`src/rtl/l2_cache_control_if.sv`:
```
// l2_cache_control_if: bus bundle between the L2 control FSM, the L1 arbiter
// (upstream), the L2 datapath and physical memory.
//   mem_read/mem_write/mem_resp : upstream request/completion handshake
//   l2_state / lru_way          : per-way {d_out,hit} status and LRU victim from datapath
//   l2_ctl / data_in_sel        : per-way strobes + load_lru and data source select to datapath
//   pmem_*                      : physical memory line read/write handshake
// master = the side that drives requests/status (arbiter + datapath + memory),
// slave  = the control FSM.
interface l2_cache_control_if;
    localparam int unsigned STATE_W = 16;
    localparam int unsigned CTL_W   = 41;
    localparam int unsigned WAY_W   = 3;

    logic               mem_read;
    logic               mem_write;
    logic               mem_resp;
    logic [STATE_W-1:0] l2_state;
    logic [WAY_W-1:0]   lru_way;
    logic [CTL_W-1:0]   l2_ctl;
    logic               data_in_sel;
    logic               pmem_addr_sel;
    logic               pmem_read;
    logic               pmem_write;
    logic               pmem_resp;

    modport master (
        output mem_read, mem_write, l2_state, lru_way, pmem_resp,
        input  mem_resp, l2_ctl, data_in_sel, pmem_addr_sel, pmem_read, pmem_write
    );

    modport slave (
        input  mem_read, mem_write, l2_state, lru_way, pmem_resp,
        output mem_resp, l2_ctl, data_in_sel, pmem_addr_sel, pmem_read, pmem_write
    );
endinterface

```
`src/rtl/l2_cache_control.sv`:
```
// l2_cache_control: control FSM for the 8-way unified L2 cache.
// Serves hits in the request cycle, fills clean misses from physical memory and
// writes back a dirty victim before filling. Keeps saturating hit/miss counters.
// Ports:
//   clk, rst   : clock, synchronous active-high reset
//   bus        : l2_cache_control_if.slave (upstream, datapath and pmem signals)
//   hit_count  : saturating count of hit completions
//   miss_count : saturating count of misses entered
module l2_cache_control #(
    parameter int unsigned CNT_W = 16
) (
    input  logic                 clk,
    input  logic                 rst,
    l2_cache_control_if.slave    bus,
    output logic [CNT_W-1:0]     hit_count,
    output logic [CNT_W-1:0]     miss_count
);
    localparam int unsigned NUM_WAYS = 8;
    localparam int unsigned WAY_W    = 3;
    localparam int unsigned FLD_W    = 5;
    localparam int unsigned CTL_W    = 41;
    localparam int unsigned LRU_BIT  = 40;

    // Way field layout {load_d, load_v, load_TD, d_in, v_in}
    localparam logic [FLD_W-1:0] FLD_WRITE_HIT = 5'b10110;
    localparam logic [FLD_W-1:0] FLD_FILL      = 5'b11101;

    typedef enum logic [1:0] {
        IDLE      = 2'd0,
        WRITEBACK = 2'd1,
        FILL      = 2'd2
    } state_e;

    state_e              state_q, state_d;
    logic [CNT_W-1:0]    hit_cnt_q, hit_cnt_d;
    logic [CNT_W-1:0]    miss_cnt_q, miss_cnt_d;

    logic [NUM_WAYS-1:0] hit_vec;
    logic [NUM_WAYS-1:0] dirty_vec;
    logic [WAY_W-1:0]    hit_way;
    logic                hit_any;
    logic                req;
    logic                hit_inc;
    logic                miss_inc;
    logic                strobe_en;
    logic [WAY_W-1:0]    strobe_way;
    logic [FLD_W-1:0]    strobe_fld;
    logic                load_lru;
    logic [CTL_W-1:0]    ctl;

    // Unpack per-way status; lowest-index hit wins if the datapath reports several
    always_comb begin
        hit_vec   = '0;
        dirty_vec = '0;
        hit_way   = '0;
        for (int i = 0; i < NUM_WAYS; i++) begin
            hit_vec[i]   = bus.l2_state[14 - 2*i];
            dirty_vec[i] = bus.l2_state[15 - 2*i];
        end
        for (int i = NUM_WAYS - 1; i >= 0; i--) begin
            if (hit_vec[i]) begin
                hit_way = WAY_W'(i);
            end
        end
    end

    assign hit_any = |hit_vec;
    assign req     = bus.mem_read | bus.mem_write;

    // Next-state and combinational outputs
    always_comb begin
        state_d           = state_q;
        bus.mem_resp      = 1'b0;
        bus.data_in_sel   = 1'b0;
        bus.pmem_addr_sel = 1'b0;
        bus.pmem_read     = 1'b0;
        bus.pmem_write    = 1'b0;
        hit_inc           = 1'b0;
        miss_inc          = 1'b0;
        strobe_en         = 1'b0;
        strobe_way        = '0;
        strobe_fld        = '0;
        load_lru          = 1'b0;

        case (state_q)
            IDLE: begin
                if (req) begin
                    if (hit_any) begin
                        bus.mem_resp = 1'b1;
                        load_lru     = 1'b1;
                        hit_inc      = 1'b1;
                        // A write (including read+write together) marks the hit way dirty
                        if (bus.mem_write) begin
                            strobe_en  = 1'b1;
                            strobe_way = hit_way;
                            strobe_fld = FLD_WRITE_HIT;
                        end
                    end else begin
                        miss_inc = 1'b1;
                        state_d  = dirty_vec[bus.lru_way] ? WRITEBACK : FILL;
                    end
                end
            end

            WRITEBACK: begin
                bus.pmem_write    = 1'b1;
                bus.pmem_addr_sel = 1'b1;
                if (bus.pmem_resp) begin
                    state_d = FILL;
                end
            end

            FILL: begin
                bus.pmem_read = 1'b1;
                if (bus.pmem_resp) begin
                    // Install the line into the victim; the held request hits next cycle
                    strobe_en       = 1'b1;
                    strobe_way      = bus.lru_way;
                    strobe_fld      = FLD_FILL;
                    bus.data_in_sel = 1'b1;
                    state_d         = IDLE;
                end
            end

            default: begin
                state_d = IDLE;
            end
        endcase

        // Saturating counters
        hit_cnt_d  = hit_cnt_q;
        miss_cnt_d = miss_cnt_q;
        if (hit_inc && (hit_cnt_q != {CNT_W{1'b1}})) begin
            hit_cnt_d = hit_cnt_q + CNT_W'(1);
        end
        if (miss_inc && (miss_cnt_q != {CNT_W{1'b1}})) begin
            miss_cnt_d = miss_cnt_q + CNT_W'(1);
        end
    end

    // Pack the strobes for the single selected way; way0 occupies the top field
    always_comb begin
        ctl          = '0;
        ctl[LRU_BIT] = load_lru;
        for (int i = 0; i < NUM_WAYS; i++) begin
            if (strobe_en && (strobe_way == WAY_W'(i))) begin
                ctl[39 - 5*i -: FLD_W] = strobe_fld;
            end
        end
    end

    assign bus.l2_ctl = ctl;
    assign hit_count  = hit_cnt_q;
    assign miss_count = miss_cnt_q;

    // State and counter registers
    always_ff @(posedge clk) begin
        if (rst) begin
            state_q    <= IDLE;
            hit_cnt_q  <= '0;
            miss_cnt_q <= '0;
        end else begin
            state_q    <= state_d;
            hit_cnt_q  <= hit_cnt_d;
            miss_cnt_q <= miss_cnt_d;
        end
    end
endmodule

```
`src/flat_wrapper.sv`:
```
// flat-port wrapper written by rule: the top's interface ports become plain ports
module l2_cache_control_flat 
#(
    parameter int unsigned CNT_W = 16
)
  (clk, rst, hit_count, miss_count, bus_mem_read, bus_mem_write, bus_l2_state, bus_lru_way, bus_pmem_resp, bus_mem_resp, bus_l2_ctl, bus_data_in_sel, bus_pmem_addr_sel, bus_pmem_read, bus_pmem_write);
  l2_cache_control_if bus_i ();
  input  logic clk;
  input  logic rst;
  output logic [CNT_W-1:0] hit_count;
  output logic [CNT_W-1:0] miss_count;
  input wire logic [$bits(bus_i.mem_read)-1:0] bus_mem_read;
  input wire logic [$bits(bus_i.mem_write)-1:0] bus_mem_write;
  input wire logic [$bits(bus_i.l2_state)-1:0] bus_l2_state;
  input wire logic [$bits(bus_i.lru_way)-1:0] bus_lru_way;
  input wire logic [$bits(bus_i.pmem_resp)-1:0] bus_pmem_resp;
  output wire logic [$bits(bus_i.mem_resp)-1:0] bus_mem_resp;
  output wire logic [$bits(bus_i.l2_ctl)-1:0] bus_l2_ctl;
  output wire logic [$bits(bus_i.data_in_sel)-1:0] bus_data_in_sel;
  output wire logic [$bits(bus_i.pmem_addr_sel)-1:0] bus_pmem_addr_sel;
  output wire logic [$bits(bus_i.pmem_read)-1:0] bus_pmem_read;
  output wire logic [$bits(bus_i.pmem_write)-1:0] bus_pmem_write;
  assign bus_i.mem_read = bus_mem_read;
  assign bus_i.mem_write = bus_mem_write;
  assign bus_i.l2_state = bus_l2_state;
  assign bus_i.lru_way = bus_lru_way;
  assign bus_i.pmem_resp = bus_pmem_resp;
  assign bus_mem_resp = bus_i.mem_resp;
  assign bus_l2_ctl = bus_i.l2_ctl;
  assign bus_data_in_sel = bus_i.data_in_sel;
  assign bus_pmem_addr_sel = bus_i.pmem_addr_sel;
  assign bus_pmem_read = bus_i.pmem_read;
  assign bus_pmem_write = bus_i.pmem_write;
  l2_cache_control #(.CNT_W(CNT_W)) u_core (.clk(clk), .rst(rst), .bus(bus_i), .hit_count(hit_count), .miss_count(miss_count));
endmodule
```
`config.mk`:
```
export PLATFORM = sky130hd
export DESIGN_NAME = l2_cache_control_flat
export DESIGN_NICKNAME = d
export VERILOG_FILES = /design/src/rtl/l2_cache_control_if.sv /design/src/rtl/l2_cache_control.sv /design/src/flat_wrapper.sv
export SDC_FILE = /design/constraint.sdc
export NUM_CORES = 1
export LEC_CHECK = 0
export CAP_MARGIN = 20
export CORE_UTILIZATION = 42
export CTS_BUF_LIST = sky130_fd_sc_hd__clkbuf_4 sky130_fd_sc_hd__clkbuf_8
export DETAILED_ROUTE_END_ITERATION = 10
export HOLD_SLACK_MARGIN = 0.05
export PLACE_DENSITY = 0.83
export SYNTH_ARGS = -nofsm -noshare
export SYNTH_HDL_FRONTEND = slang
export SYNTH_SLANG_ARGS = --single-unit
```
`constraint.sdc`:
```
create_clock -name clk -period 4.1 [get_ports clk]
set_input_delay 1.025 -clock clk [delete_from_list [all_inputs] [get_ports clk]]
set_output_delay 1.025 -clock clk [all_outputs]
set_load 0.01 [all_outputs]
```
==> results of run 1 <==
synth_stat cells (2+ instances only):
library cell	instances
nor3_1	10
o21ai_0	8
mux4_2	2
nand2b_1	3
and4_1	3
nor2_1	54
buf_4	18
dfxtp_1	34
nor2b_1	4
or3_1	6
clkbuf_1	6
nand4_1	12
nor4_1	17
and2_1	2
ha_1	2
inv_1	5
o21a_1	2
nand2_1	17
nand3_1	8
nor4b_1	3
xnor2_1	23
a21oi_1	10
nor3b_1	4
mux2i_1	2
kinds of logic after synthesis:
logic type / after synthesis / share of synthesized area
compound gates: 26 / 0.07463
xor+xnor: 24 / 0.1003
fa+ha+maj: 2 / 0.01194
buf+inv: 30 / 0.08955
flops: 34 / 0.3248
mux: 4 / 0.03104
simple gates: 149 / 0.3678
area by class of cell:
class | instances | area [sq um]
clock inverter | 3 | 68.82
clock buffer | 5 | 68.82
sequential | 34 | 680.7
fill | 388 | 1393
tap | 67 | 83.83
timing repair buffer | 128 | 1102
inverter | 5 | 18.77
multi-input combinational | 205 | 1339
metrics by stage:
step                         TNS, ns  instances  total power [mW]  hold WS (ns)  setup slack [ns]
after global placement        -13.90        434            0.4405        0.4830           -0.4400
after floorplan                    0        269            0.3838        0.5143            0.2482
after detailed placement      -15.97        434            0.4432        0.5016           -0.5348
final                              0        447            0.8206        0.5046           0.02044
after CTS                          0        447            0.8214        0.5112          0.004059
after global routing      -0.0007252        447            0.8432        0.5453        -0.0007252
final timing paths:
kind                                       startpoint               endpoint  slack [ns]  cells past startpoint
worst min-delay path            u_core.miss_count[13]  u_core.miss_count[13]        0.50                      2
worst max-delay path                 bus_l2_state[12]         bus_l2_ctl[32]        0.02                      9
worst min register to register  u_core.miss_count[13]  u_core.miss_count[13]        0.50                      2
worst max register to register      u_core.state_q[1]  u_core.miss_count[15]        1.95                      5
where the power goes:
part / internal [mW] / total, mW / switching [mW] / leakage, nW
Combinational: 0.0583 / 0.106 / 0.0481 / 0.979
Clock: 0.244 / 0.377 / 0.133 / 0.0683
Sequential: 0.333 / 0.337 / 0.00412 / 0.274
critical path, cell delays in order:
cell	delay (ns)
clkdlybuf4s50_1	0.45
or4_4	0.43
o21a_1	0.23
a32oi_1	0.21
buf_4	0.16
buf_6	0.12
nand2_4	0.09
nor2_4	0.11
clkdlybuf4s15_2	0.23
registers in the layout (all words and copies together) (netlist names):
| register | cells |
|---|---|
| u_core.hit_count | 16 |
| u_core.state_q | 2 |
| u_core.miss_count | 16 |
per-layer routing:
layer	global-route usage	part of all wire
met1	0.3095	0.43
met4	0.08061	0.0085
met2	0.4071	0.52
met3	0.03453	0.035
met5	0	0
what timing repair did:
item                                    4_1_cts  5_1_grt
endpoints found under the setup margin       40       25
endpoints found under the hold margin         0        0
cloned                                        0        0
hold buffers                                  0        0
pin swaps                                     7        3
resized for setup                           135        9
buffers inserted                              5        0
==> impl_metrics.yaml, run 1 <==
outcome:
  outcome: "completed"
job:
  maxCapViolCount: 0
sta:
  setup_viol: 0
  clock_skew_ns: 0.006154
  hold_violations: 0
  max_freq_mhz: 245.1
  post-route-period-util: 0.9950
  worst_pin_slew_ns: 0.4952
  report.final.slew_viol_count: 0
  grt_setup_unrepaired: "yes"
  max-slew-margin-rel: 0.6647
  period_needed_ns: 4.080
global_route:
  antenna_found_initial: 0
  grt_pass1_vias: 2175
  grt_usage: 0.2388
  grt_max_degree: 36
  grt_pass1_wl_um: 9984
  grt_overflow: 0
die:
  core_region_area_sq_mm: 0.004755
  start_util: 0.4408
  ios: 102
  row_count: 25
  die_w_um: 72.64
  dieHeight_um: 72.64
  die_area_sq_mm: 0.005277
power_and_ir_drop:
  power.density_mw_per_mm2: 244.1
  p_leak_nw: 1.322
  vdd_ir_drop_max_uv: 216.4
layout:
  nNetsFinal: 405
  layout.cells.most_common_list: "clkdlybuf4s50_1 (55), nor2_1 (47), dfxtp_1 (34), buf_4 (25), xnor2_1 (23)"
  utilization: 0.7071
  area_delta_synth_final_pct: 60.42
  final_area_sq_mm: 0.003362
  final_common_cell: "clkdlybuf4s50_1"
  drive_gt1_frac: 0.2184
  diodes: 0
synth:
  async_flop_share: 0
  synth_top_area_cell: "dfxtp_1"
  synthCells: 269
  synth-warning-count: 0
  synth_ff_type: "dfxtp_1"
  synth_top_area_frac: 0.3248
  ys_seq_area_frac: 0.3248
  syn_area_per_cell_sq_um: 7.791
  synth_edf_count: 0
  synth.area.top_cells: "dfxtp_1 (32%), nor2_1 (9.7%), xnor2_1 (9.6%)"
  synth_fp_nets: 295
  netlist_area_sq_mm: 0.002096
  synthDistinctLibCells: 38
  synth-seq-cells: 34
clocking:
  tritoncts: "yes"
  cts_sinks: 34
  numCtsBuffers: 5
  cts.reportedPaths.clkPinSlew_ns: 0.07
  clkLatencyLatePin_ns: 0.29
  cts_max_path_buffers: 2
  clockRootBuffer: "clkbuf_8"
  ctsHtreeMaxLevel: 2
place:
  postPlaceCellArea_sq_mm: 0.003187
  dp_hpwl_um: 4621
  numPortBuffers: 101
  gp_congestion: 0.8585
critical_path:
  crit_arrival_ns: 3.05
  path_max_fanout: 6
  crit_type: "in -> out"
  crit_required_ns: 3.07
  start_kind: "input pin"
  worstSetupEndpointType: "primary output"
route:
  wl_um: 6448
  detail_route.wl_per_cell_um: 14.43
  drt_iter0_markers: 100
  route.antenna.remaining_nets: 0
  post-route-drc-count: 0
  vias: 2357
  drtPass1Iterations: 4
  viasPerCell: 5.273
min_path:
  hp-class: "reg -> reg"
(Power assumes the default switching activity.)
==> run 2: changes to the inputs <==
Settings changed: MAX_ROUTING_LAYER set to met4.
==> run 2 against run 1 <==
Effect of this change:
- flip-flop and latch count is the same
- combinational power is essentially flat
- highest routed layer unchanged
- critical path depth is the same
==> impl_metrics.yaml, run 2 (synthesis results as in run 1) <==
power_and_ir_drop:
  power.density_mw_per_mm2: 243.8
  clockPowerShare: 0.459
  switching_share: 0.2253
  seqPwrFrac: 0.411
  power_switching_mw: 0.1847
  vdd_ir_drop_max_uv: 215.3
  combinationalPowerShare: 0.130
  power.internal_mw: 0.6350
  p_leak_nw: 1.322
  p_total_mw: 0.8197
critical_path:
  crit_required_ns: 3.07
  crit_arrival_ns: 3.06
  cp_top_family: "buffers and inverters"
  path_max_fanout: 6
  path_cells: "clkdlybuf4s50_1, or4_4, o21a_1, a32oi_1, buf_4, buf_6, nand2_4, nor2_4, clkdlybuf4s15_2"
  path_buf_inv: 4
  worstSetupEndpointType: "primary output"
  crit_type: "in -> out"
  cpPeakStageDelay_ns: 0.44
  start_kind: "input pin"
  crit_slowest_cell: "clkdlybuf4s50_1"
sta:
  hold_violations: 0
  clock_skew_ns: 0.006811
  period_needed_ns: 4.081
  max-slew-margin-rel: 0.6637
  worst_pin_slew_ns: 0.4998
  max_freq_mhz: 245.0
  fin_setup_tns_ns: 0
  post-route-period-util: 0.9953
  grt_setup_unrepaired: "yes"
  setup_viol: 0
  report.final.slew_viol_count: 0
die:
  row_count: 25
  ios: 102
  start_util: 0.4408
  die_area_sq_mm: 0.005277
  die_w_um: 72.64
  dieHeight_um: 72.64
  core_region_area_sq_mm: 0.004755
clocking:
  cts.reportedPaths.clkPinSlew_ns: 0.07
  clkLatencyLatePin_ns: 0.29
  cts_max_path_buffers: 2
  clockRootBuffer: "clkbuf_8"
  numCtsBuffers: 5
  cts_sinks: 34
  ctsHtreeMaxLevel: 2
  tritoncts: "yes"
layout:
  area_delta_synth_final_pct: 60.42
  final_area_sq_mm: 0.003362
  nNetsFinal: 405
  final_cells: 447
  layout.cells.most_common_list: "clkdlybuf4s50_1 (55), nor2_1 (47), dfxtp_1 (34), buf_4 (25), xnor2_1 (23)"
  utilization: 0.7071
  fill_cells: 388
  drive_gt1_frac: 0.2184
  diodes: 0
  final_common_cell: "clkdlybuf4s50_1"
global_route:
  grt_max_degree: 36
  use_met1: 0.3095
  grt_pass1_wl_um: 9991
  top_usage_layer: "met2"
  antenna_found_initial: 0
  grt_pass1_vias: 2174
  grt_overflow: 0
  grt_usage: 0.2463
  use_met3: 0.03453
  use_met2: 0.4081
place:
  postPlaceCellArea_sq_mm: 0.003187
  numPortBuffers: 101
  dp_hpwl_um: 4621
  gp_congestion: 0.8723
  placedCellCount: 434
route:
  post-route-drc-count: 0
  detail_route.wl_per_cell_um: 14.39
  vias: 2350
  route.antenna.remaining_nets: 0
  drt_iter0_markers: 99
  drtPass1Iterations: 4
  wl_um: 6432
  viasPerCell: 5.257
job:
  maxCapViolCount: 0
outcome:
  outcome: "completed"
min_path:
  hp-class: "reg -> reg"
-- run 2: routing by layer --
layer / routed length [um] / up-vias
met5: 0 / -
met4: 73 / 0
met3: 241 / 9
met2: 3371 / 71
met1: 2745 / 1109
li1: - / 1161
-- run 2: per-stage QoR --
stage	worst slack [ns]	hold slack (ns)
final	0.01908	0.5048
after global routing	-0.0007252	0.5453
after floorplan	0.2482	0.5143
after CTS	0.004059	0.5112
after detailed placement	-0.5348	0.5016
after global placement	-0.4400	0.4830
-- run 2: power by group through the flow --
stage / combinational, mW / clock (mW) / sequential [mW]
floorplan: 0.0382 / 0 / 0.346
global placement: 0.0960 / 0 / 0.345
detailed placement: 0.0984 / 0 / 0.345
CTS: 0.106 / 0.378 / 0.337
global route: 0.113 / 0.392 / 0.338
finish: 0.106 / 0.376 / 0.337
-- run 2: worst paths after layout --
kind                         start                     to  slack, ns  cells after the start
max               bus_l2_state[12]         bus_l2_ctl[32]       0.02                      9
min          u_core.miss_count[13]  u_core.miss_count[13]       0.50                      2
max reg2reg      u_core.state_q[1]  u_core.miss_count[15]       1.96                      5
min reg2reg  u_core.miss_count[13]  u_core.miss_count[13]       0.50                      2
-- run 2: final cells by class --
type                    instances  area (sq um)  share of cell area
multi-input cells             205          1339              0.3982
inverters                       5         18.77            0.005582
repair buffers                128          1102              0.3279
flip-flops and latches         34         680.7              0.2025
clock buffers                   5         68.82             0.02047
well taps                      67         83.83             0.02493
clock inverters                 3         68.82             0.02047
-- run 2: worst register-to-register path, delay by kind of cell, from the launching register on --
kind	cells	cell delay (ns)
flops	1	0.35
compound gates	1	0.15
simple gates	4	1.57
-- run 2: repair_timing --
| action | 4_1_cts | 5_1_grt |
|---|---|---|
| pin swaps | 7 | 3 |
| resized for setup | 135 | 9 |
| endpoints found under the setup margin | 40 | 25 |
| hold buffers | 0 | 0 |
| setup buffers | 5 | 0 |
==> run 3: changes to the inputs <==
Settings changed: SETUP_SLACK_MARGIN set to 0.3.
==> run 3 against run 2 <==
Effect of this change:
- non-clock buffer count unchanged
- register-to-register slack worse by 0.03 ns
- largest cell class unchanged
- global-route usage grew 1.7 points
- critical endpoint is now bus_l2_ctl[11]
- hold slack improved by 0.00065 ns
- wire length rose by 5.4%
- clock skew decreased by 0.0011 ns
- maximum frequency grew 6.4%
==> impl_metrics.yaml, run 3 (synthesis results as in run 1) <==
power_and_ir_drop:
  combinationalPowerShare: 0.132
  vdd_ir_drop_max_uv: 216.1
  power_switching_mw: 0.1911
  seqPwrFrac: 0.409
  power.density_mw_per_mm2: 248.7
  switching_share: 0.2317
  clockPowerShare: 0.460
  power.internal_mw: 0.6338
  p_leak_nw: 1.274
clocking:
  ctsHtreeMaxLevel: 2
  numCtsBuffers: 5
  clkLatencyLatePin_ns: 0.29
  tritoncts: "yes"
  cts.reportedPaths.clkPinSlew_ns: 0.07
  cts_sinks: 34
  cts_max_path_buffers: 2
  clockRootBuffer: "clkbuf_8"
min_path:
  hold_path_depth: 2
  hp-class: "reg -> reg"
layout:
  nNetsFinal: 405
  layout.cells.most_common_list: "clkdlybuf4s50_1 (52), nor2_1 (44), dfxtp_1 (34), buf_2 (30), buf_4 (25)"
  diodes: 0
  final_common_cell: "clkdlybuf4s50_1"
  fill_cells: 394
  drive_gt1_frac: 0.2868
  area_delta_synth_final_pct: 58.27
critical_path:
  cpPeakStageDelay_ns: 0.51
  start_kind: "input pin"
  crit_type: "in -> out"
  path_cells: "buf_2, or4_4, o21a_1, a32oi_1, buf_4, nand2_8, nor2_2, clkdlybuf4s15_2"
  crit_arrival_ns: 2.81
  worstSetupEndpointType: "primary output"
  crit_required_ns: 3.07
  r2r_cells: 5
  path_max_fanout: 6
  crit_slowest_cell: "or4_4"
route:
  post-route-drc-count: 0
  vias: 2414
  drtPass1Iterations: 4
  viasPerCell: 5.400
  route.antenna.remaining_nets: 0
  wl_um: 6780
  drt_iter0_markers: 118
  detail_route.wl_per_cell_um: 15.17
die:
  start_util: 0.4408
  ios: 102
  die_area_sq_mm: 0.005277
  die_w_um: 72.64
  row_count: 25
  dieHeight_um: 72.64
  core_region_area_sq_mm: 0.004755
sta:
  hold_violations: 0
  worst_pin_slew_ns: 0.4951
  clock_skew_ns: 0.005724
  max-slew-margin-rel: 0.6669
  grt_setup_unrepaired: "yes"
  layout_setup_ws_ns: 0.2661
  worst_hold_slack_ns: 0.5054
  report.final.slew_viol_count: 0
  setup_viol: 0
  max_freq_mhz: 260.8
  period_needed_ns: 3.834
  post-route-period-util: 0.9351
global_route:
  grt_pass1_wl_um: 10610
  grt_usage: 0.2636
  grt_pass1_vias: 2263
  antenna_found_initial: 0
  grt_overflow: 0
  grt_max_degree: 36
place:
  gp_congestion: 0.8723
  numPortBuffers: 101
  dp_slack_ns: -0.5348
  dp_hpwl_um: 4621
job:
  maxCapViolCount: 0
outcome:
  outcome: "completed"
==> run 3: cell count changes in the layout (fill, tap and decap cells not counted), sizes merged <==
cell	previous run	this run
clkbuf	7	15
dlymetal6s2s	2	0
buf	46	59
clkdlybuf4s50	55	52
dlygate4sd2	18	2
==> run 3: final timing paths <==
path                          from               endpoint  slack (ns)
min reg2reg  u_core.miss_count[13]  u_core.miss_count[13]        0.51
min          u_core.miss_count[13]  u_core.miss_count[13]        0.51
max reg2reg      u_core.state_q[1]  u_core.miss_count[15]        1.93
max                bus_l2_state[8]         bus_l2_ctl[11]        0.27
==> run 3: final cells by class <==
| type | instances | area (sq um) | share of cell area |
|---|---|---|---|
| clock buffers | 5 | 68.82 | 0.02075 |
| multi-input cells | 205 | 1370 | 0.4131 |
| flip-flops and latches | 34 | 680.7 | 0.2052 |
| repair buffers | 128 | 1026 | 0.3093 |
| inverters | 5 | 18.77 | 0.005658 |
| well taps | 67 | 83.83 | 0.02527 |
| clock inverters | 3 | 68.82 | 0.02075 |
==> run 3: through the flow <==
step	TNS [ns]	utilization	power [mW]	instance area, sq um	instances
4_1_cts	0	0.7226	0.8210	3436	447
5_1_grt	0	0.6976	0.8464	3317	447
3_3_place_gp	-13.90	0.6703	0.4405	3187	434
2_1_floorplan	0	-	0.3838	2096	269
3_5_place_dp	-15.97	0.6703	0.4432	3187	434
6_report	0	0.6976	0.8250	3317	447
==> run 3: per-layer routing <==
metal	vias up	track usage	wire [um]	part of all wire
li1	1166	-	-	-
met1	1149	0.3038	2760	0.41
met2	82	0.4507	3620	0.53
met3	17	0.04972	269	0.040
met4	0	0.1068	129	0.019
met5	-	-	0	0
==> run 3: power by group through the flow <==
| stage | sequential [mW] | clock [mW] | combinational [mW] |
|---|---|---|---|
| 4_1_cts | 0.337 | 0.378 | 0.106 |
| 6_report | 0.337 | 0.379 | 0.109 |
| 5_1_grt | 0.338 | 0.393 | 0.115 |
| 3_3_place_gp | 0.345 | 0 | 0.0960 |
| 3_5_place_dp | 0.345 | 0 | 0.0984 |
| 2_1_floorplan | 0.346 | 0 | 0.0382 |
==> run 3: critical path, delay by kind of cell <==
family | cells | cell delay [ns]
buf+inv | 3 | 0.57
compound gates | 2 | 0.46
simple gates | 3 | 0.75
==> run 3: what timing repair did <==
item / in CTS / in global routing
gates resized for setup: 181 / 32
setup endpoints to repair: 42 / 35
hold buffers: 0 / 0
setup buffers: 5 / 0
pin swaps: 9 / 3
